File: src/rtl/cdc_bus_pkg.sv
// Shared definitions for the cdc_bus write-side logic: scheduler states,
// counter width and the minimum-one-bit clog2 helper.
package cdc_bus_pkg;

    typedef enum logic [1:0] {
        S_RST  = 2'd0,
        S_WAIT = 2'd1,
        S_RUN  = 2'd2
    } sched_state_e;

    localparam int WR_CNT_W = 16;

    function automatic int id_width(input int n);
        return (n > 1) ? $clog2(n) : 1;
    endfunction

endpackage

File: src/rtl/cdc_bus_rr_arb.sv
// Round-robin priority picker: first valid requester at or above rr_ptr,
// wrapping past NUM_REQ-1 back to 0. Purely combinational.
module cdc_bus_rr_arb
    import cdc_bus_pkg::*;
#(
    parameter int  NUM_REQ  = 4,
    localparam int ID_WIDTH = id_width(NUM_REQ)
) (
    input  logic [NUM_REQ-1:0]  req_valid,
    input  logic [ID_WIDTH-1:0] rr_ptr,
    output logic [NUM_REQ-1:0]  grant,
    output logic [ID_WIDTH-1:0] grant_id
);

    logic                found_s;
    int                  sum_s;
    logic [ID_WIDTH-1:0] idx_s;

    // Scan NUM_REQ positions starting at rr_ptr, keep the first valid hit.
    always_comb begin
        grant    = {NUM_REQ{1'b0}};
        grant_id = {ID_WIDTH{1'b0}};
        found_s  = 1'b0;
        sum_s    = 0;
        idx_s    = {ID_WIDTH{1'b0}};
        for (int k = 0; k < NUM_REQ; k++) begin
            sum_s = int'(rr_ptr) + k;
            if (sum_s >= NUM_REQ) begin
                sum_s = sum_s - NUM_REQ;
            end else begin
                sum_s = sum_s;
            end
            idx_s = ID_WIDTH'(sum_s);
            if (!found_s && req_valid[idx_s]) begin
                grant[idx_s] = 1'b1;
                grant_id     = idx_s;
                found_s      = 1'b1;
            end else begin
                found_s = found_s;
            end
        end
    end

endmodule

File: src/rtl/cdc_bus_wr_sched.sv
// Write-side scheduler for the cdc_bus async FIFO: sequences the FIFO reset,
// then round-robin arbitrates requesters onto the single write port.
module cdc_bus_wr_sched
    import cdc_bus_pkg::*;
#(
    parameter int  NUM_REQ    = 4,
    parameter int  DATA_WIDTH = 32,
    parameter int  RST_CYCLES = 8,
    localparam int ID_WIDTH   = id_width(NUM_REQ)
) (
    input  logic                          clka,
    input  logic                          rsta_n,
    input  logic [NUM_REQ-1:0]            req_valid,
    input  logic [NUM_REQ*DATA_WIDTH-1:0] req_data,
    output logic [NUM_REQ-1:0]            req_ready,
    input  logic                          soft_rst,
    output logic                          fifo_rst,
    output logic                          fifo_wr_en,
    output logic [DATA_WIDTH+ID_WIDTH-1:0] fifo_din,
    input  logic                          fifo_full,
    input  logic                          fifo_wr_rst_busy,
    output logic                          sched_rdy,
    output logic [WR_CNT_W-1:0]           wr_cnt
);

    localparam int RC_W = id_width(RST_CYCLES);

    sched_state_e          state_r;
    logic [RC_W-1:0]       rst_cnt_r;
    logic                  wait_cnt_r;
    logic [ID_WIDTH-1:0]   rr_ptr_r;
    logic                  fifo_rst_r;
    logic                  sched_rdy_r;
    logic [WR_CNT_W-1:0]   wr_cnt_r;

    logic [NUM_REQ-1:0]    grant_s;
    logic [ID_WIDTH-1:0]   grant_id_s;
    logic [ID_WIDTH-1:0]   ptr_next_s;
    logic                  xfer_s;
    logic [DATA_WIDTH-1:0] req_word_s [NUM_REQ];

    cdc_bus_rr_arb #(
        .NUM_REQ (NUM_REQ)
    ) u_arb (
        .req_valid (req_valid),
        .rr_ptr    (rr_ptr_r),
        .grant     (grant_s),
        .grant_id  (grant_id_s)
    );

    // Unpack the flat payload bus into per-requester words.
    always_comb begin
        for (int i = 0; i < NUM_REQ; i++) begin
            req_word_s[i] = req_data[i*DATA_WIDTH +: DATA_WIDTH];
        end
    end

    // Grant is offered only when running and the FIFO can take a word.
    always_comb begin
        if ((state_r == S_RUN) && !fifo_full && !fifo_wr_rst_busy) begin
            req_ready = grant_s;
        end else begin
            req_ready = {NUM_REQ{1'b0}};
        end
    end

    assign xfer_s     = |(req_valid & req_ready);
    assign fifo_wr_en = xfer_s;

    // Tag the granted word with its source ID; bus idles at zero.
    always_comb begin
        if (xfer_s) begin
            fifo_din = {grant_id_s, req_word_s[grant_id_s]};
        end else begin
            fifo_din = {(DATA_WIDTH+ID_WIDTH){1'b0}};
        end
    end

    // Pointer moves one past the winner so it gets lowest priority next.
    always_comb begin
        if (grant_id_s == ID_WIDTH'(NUM_REQ - 1)) begin
            ptr_next_s = {ID_WIDTH{1'b0}};
        end else begin
            ptr_next_s = grant_id_s + ID_WIDTH'(1);
        end
    end

    // Reset sequencer FSM, round-robin pointer and write counter.
    always_ff @(posedge clka) begin
        if (!rsta_n) begin
            state_r     <= S_RST;
            rst_cnt_r   <= {RC_W{1'b0}};
            wait_cnt_r  <= 1'b0;
            rr_ptr_r    <= {ID_WIDTH{1'b0}};
            fifo_rst_r  <= 1'b1;
            sched_rdy_r <= 1'b0;
            wr_cnt_r    <= {WR_CNT_W{1'b0}};
        end else begin
            if (xfer_s) begin
                rr_ptr_r <= ptr_next_s;
                wr_cnt_r <= wr_cnt_r + 16'd1;
            end
            if (soft_rst) begin
                state_r     <= S_RST;
                rst_cnt_r   <= {RC_W{1'b0}};
                wait_cnt_r  <= 1'b0;
                fifo_rst_r  <= 1'b1;
                sched_rdy_r <= 1'b0;
            end else begin
                case (state_r)
                    S_RST: begin
                        if (rst_cnt_r == RC_W'(RST_CYCLES - 1)) begin
                            state_r    <= S_WAIT;
                            wait_cnt_r <= 1'b0;
                            fifo_rst_r <= 1'b0;
                        end else begin
                            rst_cnt_r <= rst_cnt_r + RC_W'(1);
                        end
                    end
                    S_WAIT: begin
                        // Minimum two cycles here before trusting busy.
                        if (!wait_cnt_r) begin
                            wait_cnt_r <= 1'b1;
                        end else if (!fifo_wr_rst_busy) begin
                            state_r     <= S_RUN;
                            sched_rdy_r <= 1'b1;
                        end
                    end
                    S_RUN: begin
                        // An externally triggered FIFO reset parks us in S_WAIT.
                        if (fifo_wr_rst_busy) begin
                            state_r     <= S_WAIT;
                            wait_cnt_r  <= 1'b0;
                            sched_rdy_r <= 1'b0;
                        end
                    end
                    default: begin
                        state_r     <= S_RST;
                        rst_cnt_r   <= {RC_W{1'b0}};
                        fifo_rst_r  <= 1'b1;
                        sched_rdy_r <= 1'b0;
                    end
                endcase
            end
        end
    end

    assign fifo_rst  = fifo_rst_r;
    assign sched_rdy = sched_rdy_r;
    assign wr_cnt    = wr_cnt_r;

endmodule
File: config.mk
export PLATFORM = sky130hd
export DESIGN_NAME = cdc_bus_wr_sched
export DESIGN_NICKNAME = d
export VERILOG_FILES = /design/src/rtl/cdc_bus_pkg.sv /design/src/rtl/cdc_bus_rr_arb.sv /design/src/rtl/cdc_bus_wr_sched.sv
export SDC_FILE = /design/constraint.sdc
export NUM_CORES = 1
export LEC_CHECK = 0
export BUFFER_PORTS_ARGS = -buffer_cell sky130_fd_sc_hd__buf_2
export CAP_MARGIN = 20
export CORE_UTILIZATION = 47
export DETAILED_ROUTE_END_ITERATION = 6
export HOLD_SLACK_MARGIN = 0.06
export PLACE_DENSITY_LB_ADDON = 0.12
export SLEW_MARGIN = 20
export SYNTH_ARGS = -nofsm -noshare
export SYNTH_HDL_FRONTEND = slang
export SYNTH_SLANG_ARGS = --single-unit
File: constraint.sdc
create_clock -name clka -period 6.9 [get_ports clka]
set_input_delay 0.69 -clock clka [delete_from_list [all_inputs] [get_ports clka]]
set_output_delay 0.69 -clock clka [all_outputs]
set_load 0.02 [all_outputs]
=== Yosys cells after proc, flatten, opt, wreduce, memory -nomap -nowiden ===
Cells that the tools add are included.

* Flip-flop bits (word level): 26
* Input bits: 137
* Output and inout bits: 57
* Word-level logic and storage cells: 122

* Add/subtract/negate cells: 10
* Order comparisons: 13
* Equal/unequal tests: 9
* Mux-type cells: 51
* Bitwise operators: 8
* Reduce and logical (&&, ||, !) cells: 24

{| class="wikitable"
|+ Operators with widths
! operator !! number
|-
| $bmux W32 S2 || 1
|-
| $mux W32 || 2
|-
| $mux W34 || 1
|-
| $mux W2 || 13
|-
| $mux W4 || 5
|-
| $add A16 B1 Y16 const B || 1
|-
| $mux W1 || 15
|-
| $ge A3 B3 Y1 const B || 4
|-
| $lt A2 B3 Y1 const B || 4
|-
| $or A4 B4 Y4 || 3
|-
| $ne A2 B2 Y1 const B || 5
|-
| $logic_and A1 B1 Y1 || 9
|-
| $bmux W1 S2 || 4
|-
| $demux W1 S2 || 4
|-
| $ge A2 B1 Y1 const B || 4
|-
| $reduce_and A4 Y1 || 2
|-
| $sub A2 B1 Y2 const B || 4
|-
| $add A2 B2 Y3 const B || 2
|-
| $pmux W1 S3 || 2
|-
| $pmux W2 S3 || 1
|-
| $pmux W3 S2 || 1
|-
| $logic_not A1 Y1 || 5
|-
| $and A4 B4 Y4 || 1
|-
| $eq A2 B2 Y1 const B || 2
|-
| other kinds (16) || 20
|}

=== Longest topological paths before layout ===
* Depth after elaboration: 19
* Mapped depth: 13

=== Hierarchy ===
From an unflattened synthesis, not the netlist that was laid out.

* Cell total of the unflattened synthesis: 300
* Area, all modules: 2,841.5 µm²

{| class="wikitable"
|+ By module, submodules not included
! module !! instances !! cells each !! area each (µm²)
|-
| cdc_bus_wr_sched || 1 || 235 || 2,352.3
|-
| cdc_bus_rr_arb || 1 || 65 || 489.2
|}

=== Least setup slack after synthesis ===
OpenSTA, ideal clock, no wires.

* Path kind: reg-to-output
* From: register rr_ptr_r[0]
* To: output fifo_din[21]
* Data arrival time: 3,035 ps
* Data required time: 6,210 ps
* Slack: 3,175 ps
* Stages on the path, launching flop included: 12
* Path buffers: 3
* Cell sequence: dfxtp_1 buf_2 inv_1 ha_1 mux4_2 nor3b_1 o21ai_1 a21boi_1 o21bai_2 buf_4 buf_2 nor2b_1

* Word-level cells in the longest chain between the ends: 19

{| class="wikitable"
|+ Ends and longest elaborated chain
! what !! RTL line !! text
|-
| from (decl) || cdc_bus_wr_sched.sv:31 || <nowiki>logic [ID_WIDTH-1:0] rr_ptr_r;</nowiki>
|-
| from (signal assigned) || cdc_bus_wr_sched.sv:94 || <nowiki>rr_ptr_r <= {ID_WIDTH{1'b0}};</nowiki>
|-
| from (signal assigned) || cdc_bus_wr_sched.sv:100 || <nowiki>rr_ptr_r <= ptr_next_s;</nowiki>
|-
| branches (longest 18 deep; another with $add A2 B1 Y3) || n/a ||
|-
| $mux W34 (*) || cdc_bus_wr_sched.sv:72 || <nowiki>if (xfer_s) begin</nowiki>
|-
| to (decl) || cdc_bus_wr_sched.sv:19 || <nowiki>output logic [DATA_WIDTH+ID_WIDTH-1:0] fifo_din,</nowiki>
|}

Mark *: on every way between the ends. The select of a mux whose other input is x is not followed.

=== Final worst setup path ===
* From: register rr_ptr_r[0]
* To: output fifo_din[11]

The elaborated chain is that of the path after synthesis.

==> flow_summary.ini <==
[yosys]
synthArstFlopShare_pct = 0
netlist_area_um2 = 2960
yosysMostFrequentCell = mux4_2
ys_ff_latch = 26
synth.distinct_cells = 54
synth-edff-count = 0
ys_warn_count = 0
synth_ff_type = dfxtp_1
netlist_top_cells_area = mux4_2, dfxtp_1, nor2b_1
yosysSeqAreaShare_pct = 17.6
syn_nets = 463
synth_commonest_cells = mux4_2, nor2b_1, dfxtp_1
synth_top_area_share_pct = 25.9
synth_top_area_cell = mux4_2
synth_cells = 312
avgSynthCellArea_um2 = 9.48

[worst_setup_path]
required_ps = 6210
cp-startpoint = rr_ptr_r[0]
worstSetupEndpointType = primary output
worst_setup_path_start_kind = flip-flop
cp_max_fo = 51
cp_data_arrival_time_ps = 4340
crit_type = reg2out
rr_startpoint = rr_ptr_r[0]

[clock_network]
cts_tree = built
clkTransAtPathRegs_ps = 80
cts_hold_buf = 0
htreeDepth = 1
cts_resized = 0
clock_sinks = 26
clockRootBuffer = clkbuf_8
numCtsBuffers = 3
worstSkewPairLatency_ps = 260
post_cts_buffers = 0
clockBufferDepth = 2

[floorplan]
die_w_um = 81.3
core_um2 = 5990
dieArea_um2 = 6620
io_pins = 194
die_y_um = 81.3
start_util_pct = 49.4
rows = 28

[cells_and_area]
fillers = 538
drive_gt1_share_pct = 49.0
final_area_um2 = 3940
area_growth_pct = 33.2
nets = 641

[sta]
finClkSkew_ps = 2.15
finalMaxSlewViolations = 0
setup_viol = 0
hold_violations = 0
maxSlewHeadroom_pct = 27.8
whs_ps = 467
rsz0062_at_grt = no
worstMarginPinSlew_ps = 1080
fin_crit_ps = 5030
final.setup.tns_ps = 0
fmax_mhz = 199
finalCritPeriodShare_pct = 73.0

[route]
drt.antenna.violating_nets = 0
dr.first_iter.drc_count = 137
wirelength_um = 9460
wl_per_cell_um = 16.7
via_per_inst = 5.53
drc = 0
via_count = 3135
firstDrtPassIters = 4

[global_route]
grt_pass1_wl_um = 13600
grt_pass1_vias = 2809
antenna_found_initial = 2
globalRoute.totalOverflow = 0
track_usage_pct = 27.0
grt_max_degree = 52

[placed_design]
place.gp.congestion = 0.921
hpwl_um = 7680
dpl_cell_area_um2 = 3860
port_buffers = 193

[run]
maxCapViolations = 0

[power]
p_leak_uw = 0.00187
p_per_area_nw_per_um2 = 91.0
vdd_ir_drop_max_uv = 108

[status]
status = completed

[hold_path]
worstHoldStart = wait_cnt_r
hold_class = reg2reg
## critical path, stage by stage, from the launching register on
cell       delay [ps]
dfxtp_1           700
inv_1             170
ha_1              530
mux4_2            650
a21o_1            220
o211ai_1          200
o2111ai_2         250
o21bai_4          910
and2b_1           270
buf_2             150
## report_power, final
| group | total [uW] | switching (uW) | internal, uW |
|---|---|---|---|
| combinational | 124 | 45.9 | 77.8 |
| clock | 84.0 | 45.0 | 39.0 |
| sequential | 151 | 0.403 | 150 |
| total | 359 | 91.3 | 267 |
## final cells by class
class / count / area, um^2 / area share [%]
Antenna cell: 4 / 10.0 / 0.254
Clock buffer: 3 / 41.3 / 1.05
Inverter: 15 / 56.3 / 1.43
Multi-Input combinational cell: 249 / 2220 / 56.3
Sequential cell: 26 / 520 / 13.2
Tap cell: 75 / 93.8 / 2.38
Timing Repair Buffer: 195 / 1000 / 25.4
## metrics by stage
step	utilization, %	worst slack [ps]	power, uW	instances
6_report	65.8	1870	359	567
5_1_grt	65.6	1510	377	563
4_1_cts	65.2	1880	359	562
3_5_place_dp	64.5	2180	276	559
3_3_place_gp	64.5	2290	272	559
2_1_floorplan	-	3170	234	312
## routing by layer
| layer | routed length, um | GRT usage [%] | vias up |
|---|---|---|---|
| li1 | - | - | 1524 |
| met1 | 3760 | 34.4 | 1479 |
| met2 | 4740 | 46.3 | 126 |
| met3 | 894 | 7.30 | 6 |
| met4 | 62 | 3.21 | 0 |
| met5 | 0 | 0 | - |
## path summary, 6_finish.rpt
| check | end | slack [ps] | depth (start not counted) |
|---|---|---|---|
| setup reg to reg | wr_cnt[6] | 2810 | 9 |
| hold / removal | wait_cnt_r | 470 | 2 |
| hold reg to reg | wait_cnt_r | 470 | 2 |
| setup / recovery | fifo_din[11] | 1870 | 9 |
## cells by family after synthesis
group / count (synthesis) / synth area share, %
xor+xnor: 4 / 1.18
mux: 43 / 29.5
flops: 26 / 17.6
compound gates: 61 / 14.5
buf+inv: 37 / 7.74
simple gates: 127 / 23.6
fa+ha+maj: 14 / 5.92
## state kept, by name (all words and copies together), names as in the netlist
name	flops
fifo_rst	1
rr_ptr_r	2
wr_cnt	16
rst_cnt_r	3
state_r	2
wait_cnt_r	1
sched_rdy	1
## cells in the final DEF (no fill, tap or decap), types with 8 or more instances in the layout
master and count:
nor2b_1 32, nor2_1 19, a21oi_1 14, nand2_1 22
mux2i_1 8, buf_2 193, nand2b_1 9, dfxtp_1 26
nand3_1 10, inv_1 14, mux4_2 34, ha_1 14
o21ai_0 13, or3_1 9
Power figures use the tool's default switching activity.
